==> src/rtl/wddl_prechg_buf_32.sv <==
// Two-entry dual-rail WDDL buffer with a precharge/evaluate output stage.
// Define WDDL_RAIL_CHECK_EN to enable the sticky rail-complementarity error flag.
module wddl_prechg_buf_32 #(
  parameter int DEPTH_LOG2 = 1
) (
  input  logic        clk,
  input  logic        rst_n,
  input  logic [31:0] d_p_in,
  input  logic [31:0] d_n_in,
  input  logic        in_valid,
  output logic        in_ready,
  output logic [31:0] d_p_out,
  output logic [31:0] d_n_out,
  output logic        out_valid,
  input  logic        out_ready,
  output logic        pre_out,
  output logic        err_out
);

  localparam int DEPTH = 1 << DEPTH_LOG2;

  typedef enum logic {
    PRE  = 1'b0,
    EVAL = 1'b1
  } state_t;

  state_t      state;
  state_t      state_next;
  logic [1:0]  count;
  logic [1:0]  count_next;
  logic        wr_ptr;
  logic        rd_ptr;
  logic        push;
  logic        pop;
  logic        load;
  logic [31:0] mem_p [DEPTH];
  logic [31:0] mem_n [DEPTH];

  // Next-state, handshake and occupancy decisions.
  always_comb begin
    push       = in_valid && in_ready;
    pop        = 1'b0;
    load       = 1'b0;
    state_next = state;
    count_next = count;
    case (state)
      PRE: begin
        if (count != 2'd0) begin
          state_next = EVAL;
          load       = 1'b1;
        end
      end
      EVAL: begin
        if (out_ready) begin
          state_next = PRE;
          pop        = 1'b1;
        end
      end
      default: state_next = PRE;
    endcase
    case ({push, pop})
      2'b10:   count_next = count + 2'd1;
      2'b01:   count_next = count - 2'd1;
      default: count_next = count;
    endcase
  end

  // in_ready is registered from the next occupancy so out_ready never reaches it combinationally.
  always_ff @(posedge clk or negedge rst_n) begin
    if (!rst_n) begin
      state    <= PRE;
      count    <= 2'd0;
      wr_ptr   <= 1'b0;
      rd_ptr   <= 1'b0;
      in_ready <= 1'b0;
    end else begin
      state    <= state_next;
      count    <= count_next;
      in_ready <= (count_next < 2'(DEPTH));
      if (push) wr_ptr <= wr_ptr + 1'b1;
      if (pop)  rd_ptr <= rd_ptr + 1'b1;
    end
  end

  always_ff @(posedge clk) begin
    if (push) begin
      mem_p[wr_ptr] <= d_p_in;
      mem_n[wr_ptr] <= d_n_in;
    end
  end

  // Output rails are loaded on entry to EVAL and return to all-zero precharge on pop.
  always_ff @(posedge clk or negedge rst_n) begin
    if (!rst_n) begin
      d_p_out   <= 32'd0;
      d_n_out   <= 32'd0;
      out_valid <= 1'b0;
      pre_out   <= 1'b1;
    end else if (load) begin
      d_p_out   <= mem_p[rd_ptr];
      d_n_out   <= mem_n[rd_ptr];
      out_valid <= 1'b1;
      pre_out   <= 1'b0;
    end else if (pop) begin
      d_p_out   <= 32'd0;
      d_n_out   <= 32'd0;
      out_valid <= 1'b0;
      pre_out   <= 1'b1;
    end
  end

`ifdef WDDL_RAIL_CHECK_EN
  // Any bit whose rails agree on an accepted word is a complementarity violation.
  always_ff @(posedge clk or negedge rst_n) begin
    if (!rst_n) begin
      err_out <= 1'b0;
    end else if (push && ((~(d_p_in ^ d_n_in)) != 32'd0)) begin
      err_out <= 1'b1;
    end
  end
`else
  assign err_out = 1'b0;
`endif

endmodule

==> config.mk <==
export PLATFORM = sky130hd
export DESIGN_NAME = wddl_prechg_buf_32
export DESIGN_NICKNAME = d
export VERILOG_FILES = /design/src/rtl/wddl_prechg_buf_32.sv
export SDC_FILE = /design/constraint.sdc
export NUM_CORES = 1
export LEC_CHECK = 0
export ABC_AREA = 1
export BUFFER_PORTS_ARGS = -buffer_cell sky130_fd_sc_hd__buf_4
export CAP_MARGIN = 0
export CORE_ASPECT_RATIO = 2
export CORE_MARGIN = 2
export CORE_UTILIZATION = 40
export CTS_CLUSTER_DIAMETER = 50
export DETAILED_ROUTE_END_ITERATION = 10
export PLACE_DENSITY = 0.63
export SYNTH_ARGS = -nofsm -noshare
export SYNTH_HDL_FRONTEND = slang
export SYNTH_SLANG_ARGS = --single-unit
==> constraint.sdc <==
create_clock -name clk -period 7.6 [get_ports clk]
set_input_delay 1.52 -clock clk [delete_from_list [all_inputs] [get_ports clk]]
set_output_delay 1.52 -clock clk [all_outputs]
set_load 0.01 [all_outputs]
==> results.py, run 1 <==
metrics = {
    "synthesis": {
        "synthTopCellsByArea": "edfxtp_1, dfrtp_1, nand2_1",
        "synth_area_leader_cell": "edfxtp_1",
        "synth_cell_types": 19,
        "synth_cells": 650,
        "syn_avg_cell_area_um2": 11.6,
        "yosys_warnings": 0,
        "ys_ff_latch": 200,
        "yosysSeqAreaShare": 0.748,
        "netlist_area_um2": 7550,
        "synth_top_area_frac": 0.509,
        "syn_nets": 719,
    },
    "clock_network": {
        "cts_resized": 0,
        "clockBufferDepth": 2,
        "post_cts_buffers": 0,
        "cts_sinks": 200,
        "root_buffer": "clkbuf_16",
        "clk-insertion-delay-late_ns": 0.43,
        "cts.clk_slew.worst_paths_ns": 0.08,
        "cts-hold-fix-buffers": 0,
        "numCtsBuffers": 17,
        "cts_tree": "built",
        "htree_levels": 4,
    },
    "setup_path": {
        "worst_path_largest_cell_delay_ns": 0.61,
        "cp_cell_sequence": "buf_4 -> nand2_2 -> buf_4 -> inv_1 -> ha_1 -> inv_1 -> nand4_1 -> nand2_1 -> inv_1",
        "regToRegSetupSlack_ns": 5.67,
        "required_ns": 7.93,
        "critPathTopFamily": "buffers and inverters",
        "worstSetupStartpoint": "out_ready",
        "cp.arrival_ns": 3.07,
        "crit_buf_inv": 5,
        "r2r_start": "state$_DFF_PN0_",
        "reg2reg_to": "in_ready$_DFF_PN0_",
        "crit_type": "in2reg",
        "cp_max_fo": 68,
        "crit_top_cell": "inv_1",
        "worstSetupStartpointType": "input pin",
        "cp-end-kind": "flip-flop",
        "critPathSlowestCell": "buf_4",
        "reg2reg_depth": 8,
    },
    "global_route": {
        "grt.total_usage": 0.162,
        "grt_max_degree": 73,
        "grt_pass1_vias": 4732,
        "antenna_found_initial": 1,
        "grt_pass1_wl_um": 24400,
        "grt_overflow": 0,
    },
    "die": {
        "std_cell_rows": 71,
        "die-height_um": 198,
        "start_util": 0.405,
        "ios": 136,
        "core_area_um2": 18700,
        "die_w_um": 101,
        "die-area_um2": 20100,
    },
    "placement": {
        "place_ws_ns": 4.41,
        "hpwl_um": 9360,
        "place_congestion": 0.757,
        "port_buffers": 134,
    },
    "pwr": {
        "vdd_drop_max_mv": 0.218,
        "p_leak_uw": 0.00429,
        "power_density_nw_per_um2": 402,
    },
    "layout": {
        "nets": 843,
        "final_cell_mix": "nand2_1, buf_4, edfxtp_1",
        "drive_gt1_frac": 0.229,
        "mostFrequentLayoutCell": "nand2_1",
        "areaGrowthSynthToFinish_pct": 22.8,
    },
    "sta": {
        "setup_tns_ns": 0,
        "fin_skew_ns": 0.0112,
        "finalWorstSetupSlack_ns": 4.86,
        "hold_violations": 0,
        "clock.fmax_mhz": 365,
        "setup_viol": 0,
        "slew_viol_final": 0,
        "post-route-period-util": 0.361,
        "fin_crit_ns": 2.74,
        "tightest_slew_ns": 1.13,
        "max-slew-margin-rel": 0.245,
        "rsz0062_at_grt": "false",
    },
    "detailed_routing": {
        "wirelength_um": 15500,
        "vias": 4798,
        "drt_iter0_drc": 221,
        "drt_pre_antenna_iters": 4,
        "wl_per_cell_um": 15.4,
        "viasPerCell": 4.76,
        "ant_nets": 0,
        "drc": 0,
    },
    "status": {
        "status": "completed",
    },
    "run": {
        "maxCapViolCount": 0,
    },
    "hold_path": {
        "min-delay-start": "pre_out$_DFFE_PN1P_",
        "hp-class": "reg2reg",
        "whs_endpoint": "pre_out$_DFFE_PN1P_",
        "min_path_cells": 2,
    },
}
state kept, by name, summed over array words and instances, names as in the netlist, named ones only:
name and cells:
mem_n 64, wr_ptr 1, d_p_out 32, pre_out 1, in_ready 1, count 1
rd_ptr 1, d_n_out 32, state 1, mem_p 64, out_valid 1
where the power goes:
part / switching, uW / leakage (uW) / internal [uW]
clock network: 416 / 0.000294 / 500
registers: 136 / 0.00209 / 1490
logic: 757 / 0.00190 / 426
total: 1310 / 0.00429 / 2420
per-layer routing:
layer / vias to the layer above / wire length, um / track usage
met5: - / 0 / 0
met4: 0 / 368 / 0.0691
met3: 21 / 467 / 0.0279
met2: 106 / 8730 / 0.299
met1: 2291 / 5890 / 0.179
li1: 2380 / - / -
stage by stage:
| step | cells | hold slack [ns] | area, um2 | total power, uW | utilization |
|---|---|---|---|---|---|
| detailed placement | 974 | 0.467 | 8670 | 2870 | 0.465 |
| global route | 1007 | 0.517 | 9280 | 3980 | 0.497 |
| finish | 1007 | 0.472 | 9280 | 3730 | 0.497 |
| CTS | 1006 | 0.479 | 9280 | 3780 | 0.497 |
| global placement | 974 | 0.455 | 8670 | 2830 | 0.465 |
| floorplan | 650 | 0.467 | 7550 | 2430 | - |
area by class of cell:
class	instances	area, um2
Sequential cell	200	5650
Clock inverter	15	180
Multi-Input combinational cell	405	1660
Inverter	10	37.5
Timing Repair Buffer	140	1050
Antenna cell	1	2.50
Clock buffer	17	425
Tap cell	219	274
Fill cell	1688	9380
worst min-delay path: stages (launching register included):
cell and delay, ns:
dfstp_2 0.37, nand2_1 0.06, nand2_1 0.05
logic make-up after synthesis:
| family | count (synthesis) | synth area share |
|---|---|---|
| and+or+nand+nor | 398 | 0.209 |
| other | 1 | 0.000496 |
| AOI/OAI and AO/OA | 2 | 0.00182 |
| adders and majority gates | 1 | 0.00166 |
| buffers and inverters | 45 | 0.0361 |
| DFF | 200 | 0.748 |
| xor gates and xnor gates | 3 | 0.00348 |
cells in the mapped netlist (all sizes together):
master  number
buf         31
clkbuf       4
conb         1
dfrtp       71
dfstp        1
edfxtp     128
ha           1
inv         10
nand2      330
nand3       65
nand4        1
nor2         2
o21ai        2
xnor2        1
xor2         2
worst max-delay path by stage:
stage / to / slack, ns / cells past startpoint
final: in_ready$_DFF_PN0_ / 4.86 / 9
after detailed placement: in_ready$_DFF_PN0_ / 4.41 / 9
after global routing: in_ready$_DFF_PN0_ / 4.74 / 10
after global placement: in_ready$_DFF_PN0_ / 4.48 / 9
after floorplan: mem_n[0][0]$_DFFE_PP_ / 2.80 / 2
after CTS: in_ready$_DFF_PN0_ / 4.87 / 9
Power figures use the tool's default switching activity.
==> run 2: changes to the inputs <==
PLACE_DENSITY = 0.66   (was 0.63)
clock period = 2.2 ns   (was 7.6 ns; I/O delays follow)
==> run 2 against run 1 <==
Compared with the run above:
- routed wire length about the same
- power grew to 3.5 times the previous value
- via count shrank 1.0%
- final cell count is 0.70% higher
- critical path type is now reg2reg
- largest cell class unchanged
- largest power group unchanged
- highest routed layer unchanged
==> results.py, run 2 (synthesis results as in run 1) <==
metrics = {
    "setup_path": {
        "cp_max_fo": 67,
        "crit_buf_inv": 1,
        "cp_cell_sequence": "o21ai_4 -> buf_4 -> o21ai_0",
        "cp.arrival_ns": 1.86,
        "critPathTopFamily": "buffers and inverters",
        "regToRegSetupSlack_ns": 0.61,
        "reg2reg_to": "state$_DFF_PN0_",
        "worstSetupStartpointType": "flip-flop",
        "required_ns": 2.47,
        "r2r_start": "count[0]$_DFFE_PN0N_",
        "critPathSlowestCell": "buf_4",
        "cp-end-kind": "flip-flop",
        "crit_type": "reg2reg",
        "worst_path_largest_cell_delay_ns": 0.62,
        "reg2reg_depth": 3,
    },
    "pwr": {
        "switching_share": 0.356,
        "vdd_drop_max_mv": 0.865,
        "power_density_nw_per_um2": 1380,
        "seq_power_share": 0.438,
        "p_int_uw": 8350,
        "netSwitchingPower_uw": 4610,
        "clock_power_share": 0.241,
        "power.share.combinational": 0.321,
        "p_leak_uw": 0.00434,
    },
    "detailed_routing": {
        "vias": 4750,
        "drt_iter0_drc": 154,
        "viasPerCell": 4.68,
        "drt_pre_antenna_iters": 4,
        "wl_per_cell_um": 15.3,
        "ant_nets": 0,
        "drc": 0,
        "wirelength_um": 15500,
    },
    "die": {
        "core_area_um2": 18700,
        "start_util": 0.405,
        "die-height_um": 198,
        "die-area_um2": 20100,
        "die_w_um": 101,
        "std_cell_rows": 71,
        "ios": 136,
    },
    "sta": {
        "slew_viol_final": 0,
        "hold_violations": 0,
        "max-slew-margin-rel": 0.503,
        "setup_viol": 0,
        "post-route-period-util": 0.723,
        "fin_crit_ns": 1.59,
        "rsz0062_at_grt": "false",
        "tightest_slew_ns": 0.746,
        "fin_skew_ns": 0.00759,
        "clock.fmax_mhz": 629,
    },
    "placement": {
        "hpwl_um": 9880,
        "port_buffers": 134,
        "place_area_um2": 8770,
        "place_congestion": 0.757,
    },
    "layout": {
        "nets": 850,
        "final_util": 0.503,
        "reg.largest.list": "mem_n x64, mem_p x64",
        "areaGrowthSynthToFinish_pct": 24.2,
        "fin_area_um2": 9380,
        "drive_gt1_frac": 0.236,
        "mostFrequentLayoutCell": "nand2_1",
        "final_cell_mix": "nand2_1, buf_4, edfxtp_1",
    },
    "clock_network": {
        "cts_tree": "built",
        "cts-hold-fix-buffers": 0,
        "root_buffer": "clkbuf_16",
        "htree_levels": 4,
        "cts_sinks": 200,
        "post_cts_buffers": 0,
        "clockBufferDepth": 2,
        "numCtsBuffers": 17,
        "cts_resized": 0,
        "clk-insertion-delay-late_ns": 0.43,
        "cts.clk_slew.worst_paths_ns": 0.08,
    },
    "status": {
        "status": "completed",
    },
    "global_route": {
        "antenna_found_initial": 1,
        "grt_pass1_vias": 4691,
        "grt_pass1_wl_um": 24100,
        "grt_overflow": 0,
        "grt_max_degree": 68,
        "grt.total_usage": 0.161,
    },
    "hold_path": {
        "hp-class": "in2async",
    },
    "run": {
        "maxCapViolCount": 0,
    },
}
run 2: metal layers:
metal,track usage,part of all wire
met5,0,0
met1,0.171,0.38
met2,0.292,0.56
met4,0.0831,0.033
met3,0.0346,0.032
run 2: final cells by class:
type | instances | area [um2]
Fill cell | 1660 | 9280
Sequential cell | 200 | 5650
Tap cell | 219 | 274
Inverter | 10 | 37.5
Timing Repair Buffer | 147 | 1150
Clock inverter | 15 | 180
Multi-Input combinational cell | 405 | 1660
Antenna cell | 1 | 2.50
Clock buffer | 17 | 425
run 2: worst reg2reg max path, stage by stage, from the launching register on:
cell,delay [ns]
dfrtp_1,0.45
o21ai_4,0.16
buf_4,0.62
o21ai_0,0.20
run 2: worst max-delay path by stage:
stage                     slack (ns)  depth (start not counted)                  from                 endpoint
after floorplan                -0.46                          2              in_valid    mem_n[0][0]$_DFFE_PP_
after global placement          0.52                          4              in_valid   mem_p[0][10]$_DFFE_PP_
after detailed placement        0.50                          4              in_valid    mem_p[1][7]$_DFFE_PP_
after CTS                       0.60                          3  count[0]$_DFFE_PN0N_          state$_DFF_PN0_
after global routing            0.47                          4  count[0]$_DFFE_PN0N_  d_p_out[20]$_DFFE_PN0P_
final                           0.61                          3  count[0]$_DFFE_PN0N_          state$_DFF_PN0_
run 2: power groups by stage:
| stage | registers [uW] | logic (uW) | clock network [uW] |
|---|---|---|---|
| global placement | 5740 | 4140 | 0 |
| detailed placement | 5760 | 4240 | 0 |
| floorplan | 5840 | 2540 | 0 |
| finish | 5670 | 4160 | 3130 |
| global route | 5770 | 4720 | 3340 |
| CTS | 5690 | 4250 | 3220 |
run 2: per-stage QoR:
| step | setup slack, ns | hold WS (ns) | power, uW | TNS, ns | instances |
|---|---|---|---|---|---|
| global route | 0.466 | 0.0415 | 13800 | 0 | 1014 |
| detailed placement | 0.500 | 0.455 | 10000 | 0 | 981 |
| global placement | 0.517 | 0.453 | 9880 | 0 | 981 |
| CTS | 0.599 | 0.0177 | 13200 | 0 | 1013 |
| finish | 0.610 | 0.00474 | 13000 | 0 | 1014 |
| floorplan | -0.462 | 0.144 | 8390 | -59.10 | 650 |
==> run 3: changes to the inputs <==
ABC_AREA = 0   (was 1)
PLACE_DENSITY = 0.63   (was 0.66)
clock period = 1.5 ns   (was 2.2 ns; I/O delays follow)
==> run 3 against run 2 <==
Compared with the run above:
- sequential power increased by 46%
- die area increased by 5.6%
- synthesized area increased by 5.8%
- non-clock buffer count increased by 6
- routed wire length decreased by 0.75%
- worst setup slack got worse by 0.51 ns
- largest power group unchanged
- design area increased by 5.7%
- final cell count decreased by 15%
- register-to-register slack got worse by 0.51 ns
- sequential cell count unchanged
==> results.py, run 3 <==
metrics = {
    "layout": {
        "drive_gt1_frac": 0.532,
        "final_util": 0.503,
        "antenna_cells": 0,
        "fin_area_um2": 9920,
        "reg.largest.list": "mem_n x64, mem_p x64",
        "instances_no_fill": 860,
        "final_cell_mix": "buf_4, edfxtp_1, dfrtp_1",
        "areaGrowthSynthToFinish_pct": 24.0,
        "mostFrequentLayoutCell": "buf_4",
        "nFillCells": 1713,
        "nets": 654,
    },
    "setup_path": {
        "regToRegSetupSlack_ns": 0.1,
        "worst_path_largest_cell_delay_ns": 0.46,
        "cp_cell_sequence": "o21bai_4 -> buf_16 -> nand3_2 -> o21ai_2",
        "reg2reg_depth": 4,
        "cp-end-kind": "flip-flop",
        "crit_type": "reg2reg",
        "reg2reg_to": "d_n_out[18]$_DFFE_PN0P_",
        "cp.arrival_ns": 1.76,
        "required_ns": 1.85,
        "cp_max_fo": 64,
        "critPathSlowestCell": "dfrtp_1",
        "worstSetupStartpointType": "flip-flop",
    },
    "synthesis": {
        "synth_edf_count": 128,
        "syn_avg_cell_area_um2": 18.1,
        "netlist_area_um2": 7990,
        "ys_ff_latch": 200,
        "synth_cell_types": 24,
        "ys.flop_type": "edfxtp_1",
        "synth_cells": 442,
        "post-synth-top-count-cell": "edfxtp_1",
        "ys_top_cells_by_count": "edfxtp_1, dfrtp_1, mux2i_1, nand3_2, o21ai_2",
        "yosys_warnings": 0,
        "synthTopCellsByArea": "edfxtp_1, dfrtp_1, mux2i_1",
        "yosysSeqAreaShare": 0.706,
        "synth_top_area_frac": 0.481,
        "async_flop_share": 0.360,
        "synth_area_leader_cell": "edfxtp_1",
        "syn_nets": 511,
    },
    "detailed_routing": {
        "viasPerCell": 4.80,
        "drc": 0,
        "wl_per_cell_um": 17.9,
        "vias": 4131,
        "wirelength_um": 15400,
        "drt_iter0_drc": 158,
        "drt_pre_antenna_iters": 4,
        "ant_nets": 0,
    },
    "hold_path": {
        "whs_endpoint": "mem_p[1][2]$_DFFE_PP_",
        "min-delay-start": "d_p_in[2]",
        "min_path_cells": 1,
        "hp-class": "in2reg",
    },
    "die": {
        "core_area_um2": 19700,
        "ios": 136,
        "die-area_um2": 21200,
        "die_w_um": 104,
        "start_util": 0.405,
        "std_cell_rows": 73,
        "die-height_um": 204,
    },
    "clock_network": {
        "clockBufferDepth": 2,
        "numCtsBuffers": 17,
        "cts_tree": "built",
        "htree_levels": 4,
        "clk-insertion-delay-late_ns": 0.43,
        "root_buffer": "clkbuf_16",
        "cts_sinks": 200,
        "cts.clk_slew.worst_paths_ns": 0.07,
    },
    "global_route": {
        "grt_max_degree": 68,
        "grt_pass1_vias": 4393,
        "antenna_found_initial": 0,
        "grt.total_usage": 0.152,
        "grt_pass1_wl_um": 24100,
        "grt_overflow": 0,
    },
    "placement": {
        "place_congestion": 0.763,
        "place_area_um2": 9300,
        "post-place-cells": 827,
        "hpwl_um": 10200,
        "port_buffers": 134,
        "place_ws_ns": 0.103,
    },
    "sta": {
        "clock.fmax_mhz": 712,
        "fin_skew_ns": 0.0102,
        "slew_viol_final": 0,
        "tightest_slew_ns": 0.515,
        "hold_violations": 0,
        "finalWorstSetupSlack_ns": 0.0955,
        "post-route-period-util": 0.936,
        "setup_viol": 0,
        "rsz0062_at_grt": "false",
        "max-slew-margin-rel": 0.657,
        "fin_crit_ns": 1.40,
    },
    "run": {
        "maxCapViolCount": 0,
    },
    "pwr": {
        "p_leak_uw": 0.00400,
        "power_density_nw_per_um2": 1980,
        "vdd_drop_max_mv": 1.11,
        "p_total_uw": 19700,
    },
    "status": {
        "status": "completed",
    },
}
==> run 3: cell types whose count changed after synthesis, moves of 8 or more <==
cell	before	now
inv_1	9	1
buf_2	20	4
mux2i_1	0	64
nand3_2	0	64
nand3_1	65	0
nand2_1	330	5
o21ai_2	1	64
buf_12	0	9
==> run 3: repair_timing <==
| action | in CTS | in global routing |
|---|---|---|
| hold buffers | 1 | 0 |
| setup buffers | 0 | 0 |
| endpoints found under the setup margin | 0 | 1 |
| hold endpoints to repair | 23 | 0 |
| resized for setup | 0 | 1 |
==> run 3: layer usage <==
layer	global-route usage	vias up	wire [um]
met3	0.0274	30	445
met2	0.288	99	9030
met5	0	-	0
met1	0.154	2058	5280
met4	0.0849	0	603
li1	-	1944	-
==> run 3: cell type report <==
cell class,instances,area [um2],area share
Inverter,1,3.75,0.000379
Timing Repair Buffer,153,1330,0.135
Clock buffer,18,429,0.0433
Clock inverter,14,171,0.0173
Multi-Input combinational cell,212,2000,0.202
Tap cell,262,328,0.0331
Sequential cell,200,5650,0.570
==> run 3: power breakdown <==
group | internal (uW) | switching [uW] | total [uW]
Sequential | 7460 | 833 | 8290
Combinational | 3100 | 3680 | 6770
Clock | 2640 | 1970 | 4610
==> run 3: worst max path at each step <==
stage                  startpoint  depth (start not counted)                      end
6_report                flip-flop                          4  d_n_out[18]$_DFFE_PN0P_
5_1_grt                 flip-flop                          4  d_p_out[27]$_DFFE_PN0P_
4_1_cts                 flip-flop                          4  d_n_out[18]$_DFFE_PN0P_
3_5_place_dp            flip-flop                          4  d_n_out[18]$_DFFE_PN0P_
3_3_place_gp            flip-flop                          4  d_n_out[25]$_DFFE_PN0P_
2_1_floorplan  in_ready$_DFF_PN0_                          2    mem_n[0][0]$_DFFE_PP_
==> run 3: critical path: cells and delay by family (launching register included) <==
| family | cells | cell delay, ns |
|---|---|---|
| compound gates | 2 | 0.33 |
| flops | 1 | 0.46 |
| simple gates | 1 | 0.12 |
| buf+inv | 1 | 0.36 |
==> run 3: cells by family after synthesis <==
logic type,count (synthesis),share of synthesized area
AOI/OAI and AO/OA,65,0.0725
xor gates and xnor gates,6,0.00657
adders and majority gates,1,0.00156
buffers and inverters,30,0.0460
DFF,200,0.706
muxes,64,0.0801
other,1,0.000469
and+or+nand+nor,75,0.0864
==> run 3: metrics by stage <==
stage          setup TNS, ns  hold WS [ns]
6_report                   0        0.0561
2_1_floorplan         -38.19       0.00441
5_1_grt                    0        0.0347
4_1_cts                    0        0.0329
3_3_place_gp               0         0.297
3_5_place_dp               0         0.309
